$ cat config.mk
export PLATFORM = sky130hd
export DESIGN_NAME = mmio_uart_tx_flat
export DESIGN_NICKNAME = d
export VERILOG_FILES = /design/src/rtl/mmio_uart_tx_if.sv /design/src/rtl/mmio_uart_tx.sv /design/src/flat_wrapper.sv
export SDC_FILE = /design/constraint.sdc
export NUM_CORES = 1
export LEC_CHECK = 0
export BUFFER_PORTS_ARGS = -buffer_cell sky130_fd_sc_hd__buf_2
export CAP_MARGIN = 20
export CELL_PAD_IN_SITES_DETAIL_PLACEMENT = 2
export CELL_PAD_IN_SITES_GLOBAL_PLACEMENT = 2
export CORE_MARGIN = 2
export CORE_UTILIZATION = 39
export CTS_CLUSTER_SIZE = 24
export DETAILED_ROUTE_END_ITERATION = 16
export PLACE_DENSITY = 0.89
export SYNTH_ARGS = -nofsm -noshare
export SYNTH_HDL_FRONTEND = slang
export SYNTH_SLANG_ARGS = --single-unit
$ cat constraint.sdc
create_clock -name clk -period 5.36 [get_ports clk]
set_clock_uncertainty 0.1 [all_clocks]
set_input_delay 0.536 -clock clk [delete_from_list [all_inputs] [get_ports clk]]
set_output_delay 0.536 -clock clk [all_outputs]
set_load 0.01 [all_outputs]
$ cat src/rtl/mmio_uart_tx_if.sv
// mmio_uart_tx_if
// Purpose: groups the data-master load/store signals that the core presents
//          to memory-mapped peripherals such as mmio_uart_tx.
// Signals:
//   address  byte address from the core data master (AW bits)
//   read     load strobe (MemRead)
//   write    store strobe (MemWrite)
//   wdata    store data (DW bits)
//   rdata    load data returned by the peripheral (DW bits, combinational)
// Modports:
//   master   the core side: drives address/read/write/wdata, receives rdata
//   slave    the peripheral side: receives the request, drives rdata
interface mmio_uart_tx_if #(
    parameter int AW = 32,
    parameter int DW = 32
);
    logic [AW-1:0] address;
    logic          read;
    logic          write;
    logic [DW-1:0] wdata;
    logic [DW-1:0] rdata;

    modport master (
        output address,
        output read,
        output write,
        output wdata,
        input  rdata
    );

    modport slave (
        input  address,
        input  read,
        input  write,
        input  wdata,
        output rdata
    );
endinterface

$ cat src/rtl/mmio_uart_tx.sv
// mmio_uart_tx
// Purpose: memory-mapped UART transmitter (8N1, LSB first). Stores to TXDATA
//          queue bytes in a small FIFO; a bit-timing state machine drains the
//          FIFO onto the tx line. Loads return status for firmware polling.
// Register window (byte offsets from BASE):
//   +0 TXDATA  write pushes wdata[7:0]; reads as 0
//   +4 STATUS  {16'b0, count[7:0], 4'b0, overflow, busy, empty, full};
//              writing wdata[3]=1 clears the sticky overflow flag
//   +8 CTRL    bit0 enable (resets to 1)
// Ports:
//   clk      system clock, all state updates on the rising edge
//   reset_n  synchronous active-low reset
//   bus      slave side of the data-master bus (address/read/write/wdata/rdata)
//   tx       registered serial output, idle high
module mmio_uart_tx #(
    parameter int unsigned BASE         = 'h2000,
    parameter int          AW           = 32,
    parameter int          DW           = 32,
    parameter int          CLKS_PER_BIT = 16,
    parameter int          FIFO_DEPTH   = 8
) (
    input  logic             clk,
    input  logic             reset_n,
    mmio_uart_tx_if.slave    bus,
    output logic             tx
);

    localparam int PW = (FIFO_DEPTH > 1) ? $clog2(FIFO_DEPTH) : 1;
    localparam int CW = PW + 1;
    localparam int BW = (CLKS_PER_BIT > 1) ? $clog2(CLKS_PER_BIT) : 1;

    localparam logic [AW-1:0] BASE_A    = AW'(BASE);
    localparam logic [AW-1:0] END_A     = AW'(BASE + 12);
    localparam logic [BW-1:0] BAUD_LAST = BW'(CLKS_PER_BIT - 1);
    localparam logic [CW-1:0] DEPTH_C   = CW'(FIFO_DEPTH);

    typedef enum logic [1:0] {
        IDLE,
        START,
        DATA,
        STOP
    } state_t;

    logic [AW-1:0] rel_addr;
    logic          hit;
    logic [1:0]    word_off;
    logic          sel_txdata;
    logic          sel_status;
    logic          sel_ctrl;
    logic          unused_bits;

    logic [7:0]    fifo_mem [FIFO_DEPTH];
    logic [PW-1:0] wr_ptr;
    logic [PW-1:0] rd_ptr;
    logic [CW-1:0] count;
    logic          overflow;
    logic          enable;

    logic          push_req;
    logic          push_ok;
    logic          pop;
    logic          full;
    logic          empty;
    logic          busy;
    logic [31:0]   status_word;

    state_t        state;
    state_t        state_n;
    logic [BW-1:0] baud_cnt;
    logic [BW-1:0] baud_cnt_n;
    logic [2:0]    bit_idx;
    logic [2:0]    bit_idx_n;
    logic [7:0]    shift;
    logic [7:0]    shift_n;
    logic          tx_reg;
    logic          tx_n;

    // Address decode. The word offset is taken relative to BASE so the
    // window works for any word-aligned base, not only 16-byte aligned ones.
    assign rel_addr    = bus.address - BASE_A;
    assign hit         = (bus.address >= BASE_A) && (bus.address < END_A);
    assign word_off    = rel_addr[3:2];
    assign sel_txdata  = hit && (word_off == 2'd0);
    assign sel_status  = hit && (word_off == 2'd1);
    assign sel_ctrl    = hit && (word_off == 2'd2);
    assign unused_bits = ^{rel_addr[AW-1:4], rel_addr[1:0], bus.wdata[DW-1:8]};

    // A pop only happens from IDLE with data queued, so a full FIFO can still
    // accept a store on the same edge the transmitter takes the head byte.
    assign full     = (count == DEPTH_C);
    assign empty    = (count == '0);
    assign busy     = (state != IDLE);
    assign pop      = (state == IDLE) && enable && !empty;
    assign push_req = bus.write && sel_txdata;
    assign push_ok  = push_req && (!full || pop);

    assign status_word = {16'b0, 8'(count), 4'b0, overflow, busy, empty, full};

    // FIFO storage needs no reset: entries are only ever read after being
    // written, as guarded by count.
    always_ff @(posedge clk) begin
        if (push_ok) begin
            fifo_mem[wr_ptr] <= bus.wdata[7:0];
        end
    end

    // FIFO pointers, occupancy, sticky overflow and the enable bit.
    // Pointers wrap naturally because FIFO_DEPTH is a power of two.
    always_ff @(posedge clk) begin
        if (!reset_n) begin
            wr_ptr   <= '0;
            rd_ptr   <= '0;
            count    <= '0;
            overflow <= 1'b0;
            enable   <= 1'b1;
        end else begin
            if (push_ok) begin
                wr_ptr <= wr_ptr + PW'(1);
            end
            if (pop) begin
                rd_ptr <= rd_ptr + PW'(1);
            end
            case ({push_ok, pop})
                2'b10:   count <= count + CW'(1);
                2'b01:   count <= count - CW'(1);
                default: count <= count;
            endcase
            if (push_req && !push_ok) begin
                overflow <= 1'b1;
            end else if (bus.write && sel_status && bus.wdata[3]) begin
                overflow <= 1'b0;
            end
            if (bus.write && sel_ctrl) begin
                enable <= bus.wdata[0];
            end
        end
    end

    // Transmitter state register. Reset mid-frame abandons the frame and
    // forces the line high on the same edge.
    always_ff @(posedge clk) begin
        if (!reset_n) begin
            state    <= IDLE;
            baud_cnt <= '0;
            bit_idx  <= '0;
            shift    <= '0;
            tx_reg   <= 1'b1;
        end else begin
            state    <= state_n;
            baud_cnt <= baud_cnt_n;
            bit_idx  <= bit_idx_n;
            shift    <= shift_n;
            tx_reg   <= tx_n;
        end
    end

    // Next-state logic. tx_n is the line level for the state being entered,
    // so the registered tx lines up exactly with the state it belongs to.
    always_comb begin
        state_n    = state;
        baud_cnt_n = baud_cnt;
        bit_idx_n  = bit_idx;
        shift_n    = shift;
        tx_n       = tx_reg;
        case (state)
            IDLE: begin
                tx_n = 1'b1;
                if (pop) begin
                    shift_n    = fifo_mem[rd_ptr];
                    baud_cnt_n = '0;
                    state_n    = START;
                    tx_n       = 1'b0;
                end
            end
            START: begin
                if (baud_cnt == BAUD_LAST) begin
                    baud_cnt_n = '0;
                    bit_idx_n  = '0;
                    state_n    = DATA;
                    tx_n       = shift[0];
                end else begin
                    baud_cnt_n = baud_cnt + BW'(1);
                end
            end
            DATA: begin
                if (baud_cnt == BAUD_LAST) begin
                    baud_cnt_n = '0;
                    if (bit_idx == 3'd7) begin
                        state_n = STOP;
                        tx_n    = 1'b1;
                    end else begin
                        bit_idx_n = bit_idx + 3'd1;
                        shift_n   = {1'b0, shift[7:1]};
                        tx_n      = shift[1];
                    end
                end else begin
                    baud_cnt_n = baud_cnt + BW'(1);
                end
            end
            STOP: begin
                if (baud_cnt == BAUD_LAST) begin
                    baud_cnt_n = '0;
                    state_n    = IDLE;
                    tx_n       = 1'b1;
                end else begin
                    baud_cnt_n = baud_cnt + BW'(1);
                end
            end
            default: begin
                state_n = IDLE;
                tx_n    = 1'b1;
            end
        endcase
    end

    assign tx = tx_reg;

    // Load data is combinational and reflects pre-edge state, so a STATUS
    // read in the same cycle as a push does not yet see the new byte.
    always_comb begin
        bus.rdata = '0;
        if (bus.read && hit) begin
            case (word_off)
                2'd1:    bus.rdata = DW'(status_word);
                2'd2:    bus.rdata = DW'(enable);
                default: bus.rdata = '0;
            endcase
        end
    end

endmodule
$ cat src/flat_wrapper.sv
// flat-port wrapper written by rule: the top's interface ports become plain ports
module mmio_uart_tx_flat 
#(
    parameter int unsigned BASE         = 'h2000,
    parameter int          AW           = 32,
    parameter int          DW           = 32,
    parameter int          CLKS_PER_BIT = 16,
    parameter int          FIFO_DEPTH   = 8
)
  (clk, reset_n, tx, bus_address, bus_read, bus_write, bus_wdata, bus_rdata);
  mmio_uart_tx_if #(.AW(AW), .DW(DW)) bus_i ();
  input  logic clk;
  input  logic reset_n;
  output logic tx;
  input wire logic [$bits(bus_i.address)-1:0] bus_address;
  input wire logic [$bits(bus_i.read)-1:0] bus_read;
  input wire logic [$bits(bus_i.write)-1:0] bus_write;
  input wire logic [$bits(bus_i.wdata)-1:0] bus_wdata;
  output wire logic [$bits(bus_i.rdata)-1:0] bus_rdata;
  assign bus_i.address = bus_address;
  assign bus_i.read = bus_read;
  assign bus_i.write = bus_write;
  assign bus_i.wdata = bus_wdata;
  assign bus_rdata = bus_i.rdata;
  mmio_uart_tx #(.BASE(BASE), .AW(AW), .DW(DW), .CLKS_PER_BIT(CLKS_PER_BIT), .FIFO_DEPTH(FIFO_DEPTH)) u_core (.clk(clk), .reset_n(reset_n), .bus(bus_i), .tx(tx));
endmodule
-- Word level (Yosys, flattened, before mapping)
Memory sizes are Yosys's and may differ from the RTL's. A register that Yosys moved wholly into a read port is not among the register bits.
Index checks and enable logic that the tools add are counted.
- bits in registers: 30
- latch bits: 0
- memory bits (writable): 64
- memory bits (read-only): 0
- input bits: 68
- output and inout port bits: 33
- memories: 1
- memory list (memory ; words ; width ; rd ports ; clocked after Yosys merged registers in ; wr ports ; RTL line ; source):
    u_core.fifo_mem ; 8 ; 8 ; 1 ; 1 ; 1 ; mmio_uart_tx.sv:52 ; logic [7:0] fifo_mem [FIFO_DEPTH];
- add/subtract/negate cells: 7
- multipliers: 0
- div/mod/pow operators: 0
- order comparisons: 2
- equal/unequal tests: 16
- shift operators: 0
- mux-type cells: 32
- bitwise gates (word level): 0
- reduce and logical (&&, ||, !) cells: 30
- operators by type and width (kind ; count):
    $ge A32 B14 Y1 const B ; 1
    $lt A32 B14 Y1 const B ; 1
    $mux W32 ; 1
    $mux W8 ; 3
    $pmux W12 S2 ; 1
    $pmux W4 S2 ; 2
    $pmux W8 S2 ; 1
    $mux W3 ; 5
    $logic_and A1 B1 Y1 ; 13
    $mux W2 ; 5
    $ne A2 B1 Y1 const B ; 5
    $reduce_bool A2 Y1 ; 5
    $add A3 B1 Y3 const B ; 3
    $mux W1 ; 9
    $add A4 B1 Y4 const B ; 2
    $eq A2 B2 Y1 const B ; 4
    $eq A4 B4 Y1 const B ; 2
    $mux W4 ; 2
    $pmux W2 S4 ; 1
    $reduce_and A4 Y1 ; 2
    $sub A4 B1 Y4 const B ; 2
    $eq A2 B1 Y1 const B ; 3
    $pmux W3 S2 ; 1
    $reduce_and A5 Y1 ; 1
    9 further kinds ; 12

-- Longest topological paths before layout
Gate-level depths: netlist of the first run.
- depth after elaboration: 8
- mapped depth: 13
- mapped depth without buffers: 13

-- Least setup slack after synthesis of the first run
Ideal clock, no wire load.
- path kind: input to register
- start: input bus_address[2]
- end: memory u_core.fifo_mem[6][0] (enable)
- data arrival time: 2.297 ns
- data required time: 4.875 ns
- setup slack: 2.577 ns
- stages on the path: 7
- path buffers: 1
- cell sequence: ha_1 nor4_1 and4_1 and2_1 buf_2 nand3_1 nor3b_1
- cells in the longest elaborated chain, start to end: 7
- elaborated cells on any way between the ends: 10
- ends and longest elaborated chain (what ; RTL line ; source):
    start, declared ; flat_wrapper.sv:15 ; input wire logic [$bits(bus_i.address)-1:0] bus_address;
    $ge A32 B14 Y1, or another cell as far along ; mmio_uart_tx.sv:81 ; assign hit = (bus.address >= BASE_A) && (bus.address < END_A);
    $logic_and A1 B1 Y1 / $logic_not A2 Y1 (equally long branches) ; mmio_uart_tx.sv:81, mmio_uart_tx.sv:83 ;
    $logic_and A1 B1 Y1 * ; mmio_uart_tx.sv:83 ; assign sel_txdata = hit && (word_off == 2'd0);
    $logic_and A1 B1 Y1 * ; mmio_uart_tx.sv:94 ; assign push_req = bus.write && sel_txdata;
    $logic_and A1 B1 Y1 * ; mmio_uart_tx.sv:95 ; assign push_ok = push_req && (!full || pop);
    $mux W1 * ; mmio_uart_tx.sv:102 ; if (push_ok) begin
    $mux W1 (implied by the code) * ; mmio_uart_tx.sv:103 ; fifo_mem[wr_ptr] <= bus.wdata[7:0];
    end, declared ; mmio_uart_tx.sv:52 ;
Every way passes the cells marked *; elsewhere a longest branch is shown, timed or not.

-- Worst setup path in the final report of the first run
- start: input bus_address[2]
- end: output bus_rdata[2]
- cells in the longest elaborated chain, start to end: 4
- elaborated cells on any way between the ends: 9
- ends and longest elaborated chain (what ; RTL line ; source):
    $ge A32 B14 Y1, or another cell as far along ; mmio_uart_tx.sv:81 ;
    $logic_and A1 B1 Y1, or another cell as far along ; mmio_uart_tx.sv:81 ;
    $logic_and A1 B1 Y1 / $pmux W12 S2 (equally long branches) ; mmio_uart_tx.sv:222, mmio_uart_tx.sv:223 ;
    $mux W32 * ; mmio_uart_tx.sv:222 ; if (bus.read && hit) begin
    end, declared ; flat_wrapper.sv:19 ; output wire logic [$bits(bus_i.rdata)-1:0] bus_rdata;
Marks and branches as above.

==> results.yml, run 1 <==
route:
  vias: 3108
  viasPerCell: 5.570
  drtIter0Drc: 128
  wl_um: 12970
  dr.pass1.iters: 10
  final_antenna_net_count: 0
  wl_per_cell_um: 23.24
  drc: 6
timing:
  tns_ps: 0
  worst_slew_pin_slew_ps: 967.2
  timing.final.crit_share_pct: 57.05
  hold_viol: 0
  maxSlewHeadroom_pct: 35.28
  rsz0062_at_grt: "no"
  fmax_mhz: 327.0
  slew_viol_final: 0
  setup_viol: 0
  period_needed_ps: 3058
placement:
  dpl_cell_area_mm2: 0.004916
  portBuffers: 50
  dp_hpwl_um: 8232
  gp_congestion: 0.7332
logic_synthesis:
  synthXorXnorAreaFrac_pct: 0.7570
  syn_area_mm2: 0.004628
  synth-simple-area-share_pct: 13.14
  yosys_warnings: 0
  ys_seq_area_share_pct: 55.80
  avgSynthCellArea_um2: 12.93
  syn_inst: 358
  synthMuxAreaShare_pct: 13.00
  synth_top_family_by_area: "simple AND/OR/NAND/NOR gates"
  synth_fa_ha_area_share_pct: 4.488
  synth-edff-count: 64
  synth_cell_types: 49
  async_flop_share_pct: 0
  synth-main-ff-cell: "edfxtp_1"
  ys_seq_elements: 97
  synth-compound-area-share_pct: 5.704
die:
  dieArea_mm2: 0.01275
  dieWidth_um: 112.9
  io_pins: 101
  die_h_um: 112.9
  coreArea_mm2: 0.01152
  std_cell_rows: 39
  initial_utilization_pct: 40.19
worst_setup_path:
  arrival_ps: 2420
  critical_path.endpoint_type: "primary output"
  reg2reg_setup_slack_ps: 2390
  required_ps: 4720
  r2r_cells: 12
  critPathLaunchType: "input port"
  crit_type: "input port to primary output"
  r2r-end: "u_core.count[3]$_SDFFE_PN0P_"
  reg2reg_from: "u_core.state[0]$_SDFFE_PN0P_"
  cp_max_fo: 4
  crit_start: "bus_address[2]"
  setup.worst_path.end: "bus_rdata[2]"
run_status:
  outcome: "finished, violations left"
  violations: "DRC"
global_route:
  use_met1_pct: 24.80
  grt_first_pass_wirelength_um: 20140
  grt.met3_usage_pct: 3.321
  grt-busiest-layer: "met2"
  first_global_vias: 3425
  antenna_found_initial: 0
  use_met2_pct: 38.35
  grt_max_degree: 27
  track_usage_pct: 21.07
  grt_overflow_total: 0
cts:
  cts_tree: "done"
  clock_latency_ps: 350
  clock-sinks: 97
  cts_hold_buf: 0
  cts_buffer_depth: 2
  clkTransAtPathRegs_ps: 80
  numCtsBuffers: 9
  h-tree-depth: 3
  ctsResizeCount: 0
  cts_setup_buffers: 0
  cts-root-buf: "clkbuf_16"
finish:
  drive_gt1_share_pct: 20.72
  area_growth_pct: 12.84
  most-common-layout-cells: "64 x edfxtp_1, 50 x buf_2, 33 x dfxtp_1"
  finalNetCount: 494
  reg_top3: "u_core.fifo_mem x64, u_core.shift x8"
  n_antenna_cell: 0
  largest_reg_flops: 64
  regMostFlops: "u_core.fifo_mem"
  stdcell_area_mm2: 0.005223
  final_common_cell: "edfxtp_1"
pwr:
  pwr_density_cell_mw_per_mm2: 330.7
  ir_worst_vdd_mv: 0.2615
  p_leak_nw: 1.944
run:
  drv_cap: 0
worst_hold_path:
  hold_path_class: "input port to register"
[Yosys cell counts, types with 3 or more instances]
library cell	number	area, µm²
edfxtp_1	64	1922
dfxtp_1	33	660.6
nand2_1	31	116.4
buf_4	24	180.2
nor2_1	23	86.33
mux4_1	16	420.4
ha_1	15	187.7
a21oi_1	14	70.07
inv_1	11	41.29
nor4_1	10	62.56
nand2b_1	9	56.30
nor3_1	9	45.04
mux2i_1	8	80.08
buf_2	7	35.03
mux2_2	7	78.83
o2111ai_1	7	61.31
o21ai_1	7	35.03
and2_1	6	37.54
nand3_1	6	30.03
clkbuf_1	5	18.77
nand4_1	4	25.02
o21ai_0	4	20.02
and4_1	3	26.28
nor2b_1	3	18.77
nor3b_1	3	22.52
[final cells by class]
type,instances,area (µm²)
clock buffer,9,225.2
clock inverter,7,73.82
fill,1128,6294
inverter,12,45.04
multi-input combinational,232,1807
sequential,97,2582
tap,143,178.9
timing repair buffer,58,310.3
[power by group]
part | switching (mW) | internal, mW
clock | 0.326 | 0.332
combinational | 0.137 | 0.0874
sequential | 0.0241 | 0.821
[per-layer routing]
layer | up-vias | wire length [µm] | share of wire [%]
met5 | - | 0 | 0
met4 | 0 | 407 | 3.1
met3 | 29 | 439 | 3.4
met2 | 83 | 6860 | 53
met1 | 1596 | 5260 | 41
li1 | 1400 | - | -
[worst min-delay path by stage]
stage                     slack, ps  cells after the start                    startpoint                               to
after CTS                       340                      1                  bus_wdata[7]  u_core.fifo_mem[5][7]$_DFFE_PP_
after detailed placement        350                      2  u_core.shift[2]$_SDFFE_PN0P_     u_core.shift[2]$_SDFFE_PN0P_
after floorplan                 320                      2  u_core.shift[2]$_SDFFE_PN0P_     u_core.shift[2]$_SDFFE_PN0P_
final                           350                      1                  bus_wdata[7]  u_core.fifo_mem[2][7]$_DFFE_PP_
after global placement          330                      2  u_core.shift[4]$_SDFFE_PN0P_     u_core.shift[4]$_SDFFE_PN0P_
after global routing            350                      1                  bus_wdata[7]  u_core.fifo_mem[2][7]$_DFFE_PP_
[per-stage QoR]
stage / total power [mW] / worst slack (ps) / hold slack (ps) / instances / utilization (%)
after floorplan: 1.021 / 2578 / 323.3 / 381 / -
after detailed placement: 1.075 / 1991 / 347.8 / 541 / 42.69
after CTS: 1.741 / 2019 / 336.3 / 557 / 45.28
after global routing: 1.795 / 2152 / 351.9 / 558 / 45.35
final: 1.727 / 2302 / 345.1 / 558 / 45.35
after global placement: 1.056 / 2210 / 331.7 / 541 / 42.69
[critical path, cell delays in order]
cell     delay, ps
buf_2          130
ha_1           200
nor4_1         320
nand4_1        310
nor2_1         340
nand4_1        270
nor2_1         170
buf_2          150
[cells by family (layout without fill, tap and decap cells)]
logic type                 count (synthesis)  count (layout)
buffers and inverters                     52              86
adders and majority gates                 16              16
and+or+nand+nor                          116             116
other                                      1              24
AOI/OAI and AO/OA                         40              40
xor gates and xnor gates                   4               4
muxes                                     32              32
DFF                                       97              97
Power figures use the tool's default switching activity.
==> run 2: changes to the inputs <==
--- a/config.mk
+++ b/config.mk
@@ -5,15 +5,16 @@
 export SDC_FILE = /design/constraint.sdc
 export NUM_CORES = 1
 export LEC_CHECK = 0
+export ABC_AREA = 1
 export BUFFER_PORTS_ARGS = -buffer_cell sky130_fd_sc_hd__buf_2
 export CAP_MARGIN = 20
 export CELL_PAD_IN_SITES_DETAIL_PLACEMENT = 2
 export CELL_PAD_IN_SITES_GLOBAL_PLACEMENT = 2
 export CORE_MARGIN = 2
-export CORE_UTILIZATION = 39
+export CORE_UTILIZATION = 30
 export CTS_CLUSTER_SIZE = 24
 export DETAILED_ROUTE_END_ITERATION = 16
-export PLACE_DENSITY = 0.89
+export PLACE_DENSITY = 0.79
 export SYNTH_ARGS = -nofsm -noshare
 export SYNTH_HDL_FRONTEND = slang
 export SYNTH_SLANG_ARGS = --single-unit
==> constraint.sdc (replaced) <==
create_clock -name clk -period 2.8 [get_ports clk]
set_clock_uncertainty 0.1 [all_clocks]
set_input_delay 0.28 -clock clk [delete_from_list [all_inputs] [get_ports clk]]
set_output_delay 0.28 -clock clk [all_outputs]
set_load 0.01 [all_outputs]
==> run 2 against run 1 <==
Compared with the run above: the run now ends clean; synthesized cell count is 32% higher; utilization is 9.8 points lower; hold slack worse by 250 ps; non-clock buffer count is 6 higher; final cell count is 30% higher; via count is 16% higher; critical endpoint is now u_core.count[3]$_SDFFE_PN0P_.
==> results.yml, run 2 <==
timing:
  maxSlewHeadroom_pct: 60.90
  worst_slew_pin_slew_ps: 583.0
  period_needed_ps: 2411
  hold_viol: 0
  tns_ps: 0
  slew_viol_final: 0
  timing.final.crit_share_pct: 86.11
  setup_viol: 0
  setup_ws_ps: 388.9
  fmax_mhz: 414.7
  rsz0062_at_grt: "no"
die:
  std_cell_rows: 45
  io_pins: 101
  coreArea_mm2: 0.01520
  dieWidth_um: 128.7
  dieArea_mm2: 0.01656
  initial_utilization_pct: 30.67
  die_h_um: 128.7
pwr:
  p_leak_nw: 2.179
  total_power_mw: 4.795
  clkPwrFrac_pct: 25.7
  seqPwrFrac_pct: 37.8
  p_int_mw: 2.882
  power_switching_mw: 1.914
  ir_worst_vdd_mv: 0.3302
  pwr_density_cell_mw_per_mm2: 888.0
  power_frac_comb_pct: 36.5
  p_sw_share_pct: 39.90
worst_setup_path:
  r2r-end: "u_core.count[3]$_SDFFE_PN0P_"
  cp_slowest_cell: "dfxtp_1"
  worstPathCellList: "inv_1 > ha_1 > nand3_4 > inv_8 > nand2_4 > inv_1 > ha_1 > nand2_1 > nand2_1 > a31oi_1 > inv_1 > nand2_1 > nand3_1 > nand2_1 > nor2_1"
  crit_family: "simple AND/OR/NAND/NOR gates"
  critPathLaunchType: "register"
  max_stage_delay_ps: 360
  crit_type: "register to register"
  reg2reg_setup_slack_ps: 390
  critPathBufInv: 4
  arrival_ps: 2550
  critical_path.endpoint_type: "register"
  cp_max_fo: 7
  r2r_cells: 15
  crit_top_cell: "nand2_1"
  reg2reg_from: "u_core.state[0]$_SDFFE_PN0P_"
  required_ps: 2940
  crit_start: "u_core.state[0]$_SDFFE_PN0P_"
cts:
  cts_setup_buffers: 0
  cts_hold_buf: 0
  clkTransAtPathRegs_ps: 80
  cts_tree: "done"
  numCtsBuffers: 9
  clock_latency_ps: 350
  ctsResizeCount: 0
  cts_buffer_depth: 2
  clock-sinks: 97
  h-tree-depth: 3
  cts-root-buf: "clkbuf_16"
finish:
  fin_cells: 727
  nFillCells: 1684
  finalNetCount: 618
  reg_top3: "u_core.fifo_mem x64, u_core.shift x8"
  largest_reg_flops: 64
  final_common_cell: "edfxtp_1"
  stdcell_area_mm2: 0.005400
  n_antenna_cell: 0
  most-common-layout-cells: "64 x edfxtp_1, 63 x nand2_1, 61 x nor2_1"
  area_growth_pct: 15.80
  drive_gt1_share_pct: 22.08
  regMostFlops: "u_core.fifo_mem"
logic_synthesis:
  synth_cell_types: 44
  ys_seq_area_share_pct: 55.38
  yosysMostFrequentCell: "edfxtp_1"
  synth.top_cells.by_count: "64 x edfxtp_1, 63 x nand2_1, 61 x nor2_1"
  ys_seq_elements: 97
  syn_area_mm2: 0.004663
  avgSynthCellArea_um2: 9.859
  syn_inst: 473
  yosys_warnings: 0
  synth-edff-count: 64
  async_flop_share_pct: 0
  synth_top_area_share_pct: 41.21
  synth_top_area_cell: "edfxtp_1"
  synth_area_leaders: "edfxtp_1 41%, dfxtp_1 14%, nand2_1 5.1%, nor2_1 4.9%, ha_1 4.0%"
  synth-main-ff-cell: "edfxtp_1"
placement:
  dpl_cell_area_mm2: 0.005102
  portBuffers: 50
  place_ws_ps: 74.95
  gp_congestion: 0.7653
  dp.cells: 711
  dp_hpwl_um: 9559
route:
  final_antenna_net_count: 0
  drc: 0
  drtIter0Drc: 117
  dr.pass1.iters: 4
  viasPerCell: 4.966
  wl_per_cell_um: 18.02
  wl_um: 13100
  vias: 3610
global_route:
  track_usage_pct: 16.56
  antenna_found_initial: 0
  first_global_vias: 3982
  grt_overflow_total: 0
  grt_first_pass_wirelength_um: 20890
  grt_max_degree: 21
worst_hold_path:
  hold_path_class: "input port to register"
  min_from: "bus_wdata[2]"
  worst_hold_path.num_cells: 1
  min_to: "u_core.fifo_mem[5][2]$_DFFE_PP_"
run_status:
  outcome: "finished clean"
run:
  drv_cap: 0
==> run 2: how the worst max path moves through the flow <==
stage                                            to  slack [ps]  cells past startpoint
finish                 u_core.count[3]$_SDFFE_PN0P_         390                     15
global route           u_core.count[3]$_SDFFE_PN0P_         130                     15
CTS                    u_core.count[3]$_SDFFE_PN0P_         360                     15
detailed placement     u_core.count[3]$_SDFFE_PN0P_          70                     19
global placement       u_core.count[3]$_SDFFE_PN0P_         210                     19
floorplan           u_core.fifo_mem[0][0]$_DFFE_PP_         480                     10
==> run 2: cells by family (layout without fill, tap and decap cells) <==
logic type               count (synthesis)  after routing  synth area share (%)
AND/OR/NAND/NOR                        179            179                 18.00
flip-flops                              97             97                 55.38
AO/OA/AOI/OAI                           93             93                 12.26
buffers and inverters                   84            127                 9.257
adder cells (fa/ha/maj)                 16             16                 4.454
XOR/XNOR                                 3              3                0.5636
other                                    1             24               0.08042
==> run 2: area by class of cell <==
| cell class | count | area, µm² | area share [%] |
|---|---|---|---|
| inverters | 47 | 193.9 | 3.591 |
| clock inverters | 7 | 72.57 | 1.344 |
| repair buffers | 64 | 355.3 | 6.580 |
| multi-input cells | 315 | 1735 | 32.14 |
| flip-flops and latches | 97 | 2582 | 47.82 |
| well taps | 188 | 235.2 | 4.356 |
| clock buffers | 9 | 225.2 | 4.171 |
==> run 2: power by group through the flow <==
stage	Clock, mW	Combinational (mW)	Sequential (mW)
4_1_cts	1.26	1.79	1.81
5_1_grt	1.31	1.97	1.83
2_1_floorplan	0	1.29	1.78
3_5_place_dp	0	1.76	1.84
3_3_place_gp	0	1.61	1.83
6_report	1.23	1.75	1.81
==> run 2: worst reg2reg max path, delay by kind of cell (launching register included) <==
kind / cells / cell delay (ps)
and+or+nand+nor: 8 / 740
DFF: 1 / 360
buffers and inverters: 4 / 320
adders and majority gates: 2 / 580
AOI/OAI and AO/OA: 1 / 220
==> run 2: per-stage QoR <==
step / hold WS (ps) / utilization (%)
3_3_place_gp: 323.6 / 33.56
6_report: 95.90 / 35.52
2_1_floorplan: 278.9 / -
4_1_cts: 95.04 / 35.52
3_5_place_dp: 364.4 / 33.56
5_1_grt: 113.8 / 35.52
==> run 2: layer usage <==
| layer | up-vias | global-route usage, % | part of all wire, % |
|---|---|---|---|
| li1 | 1693 | - | - |
| met1 | 1802 | 18.38 | 40 |
| met2 | 93 | 30.91 | 53 |
| met3 | 22 | 2.952 | 4.4 |
| met4 | 0 | 7.225 | 2.8 |
| met5 | - | 0 | 0 |
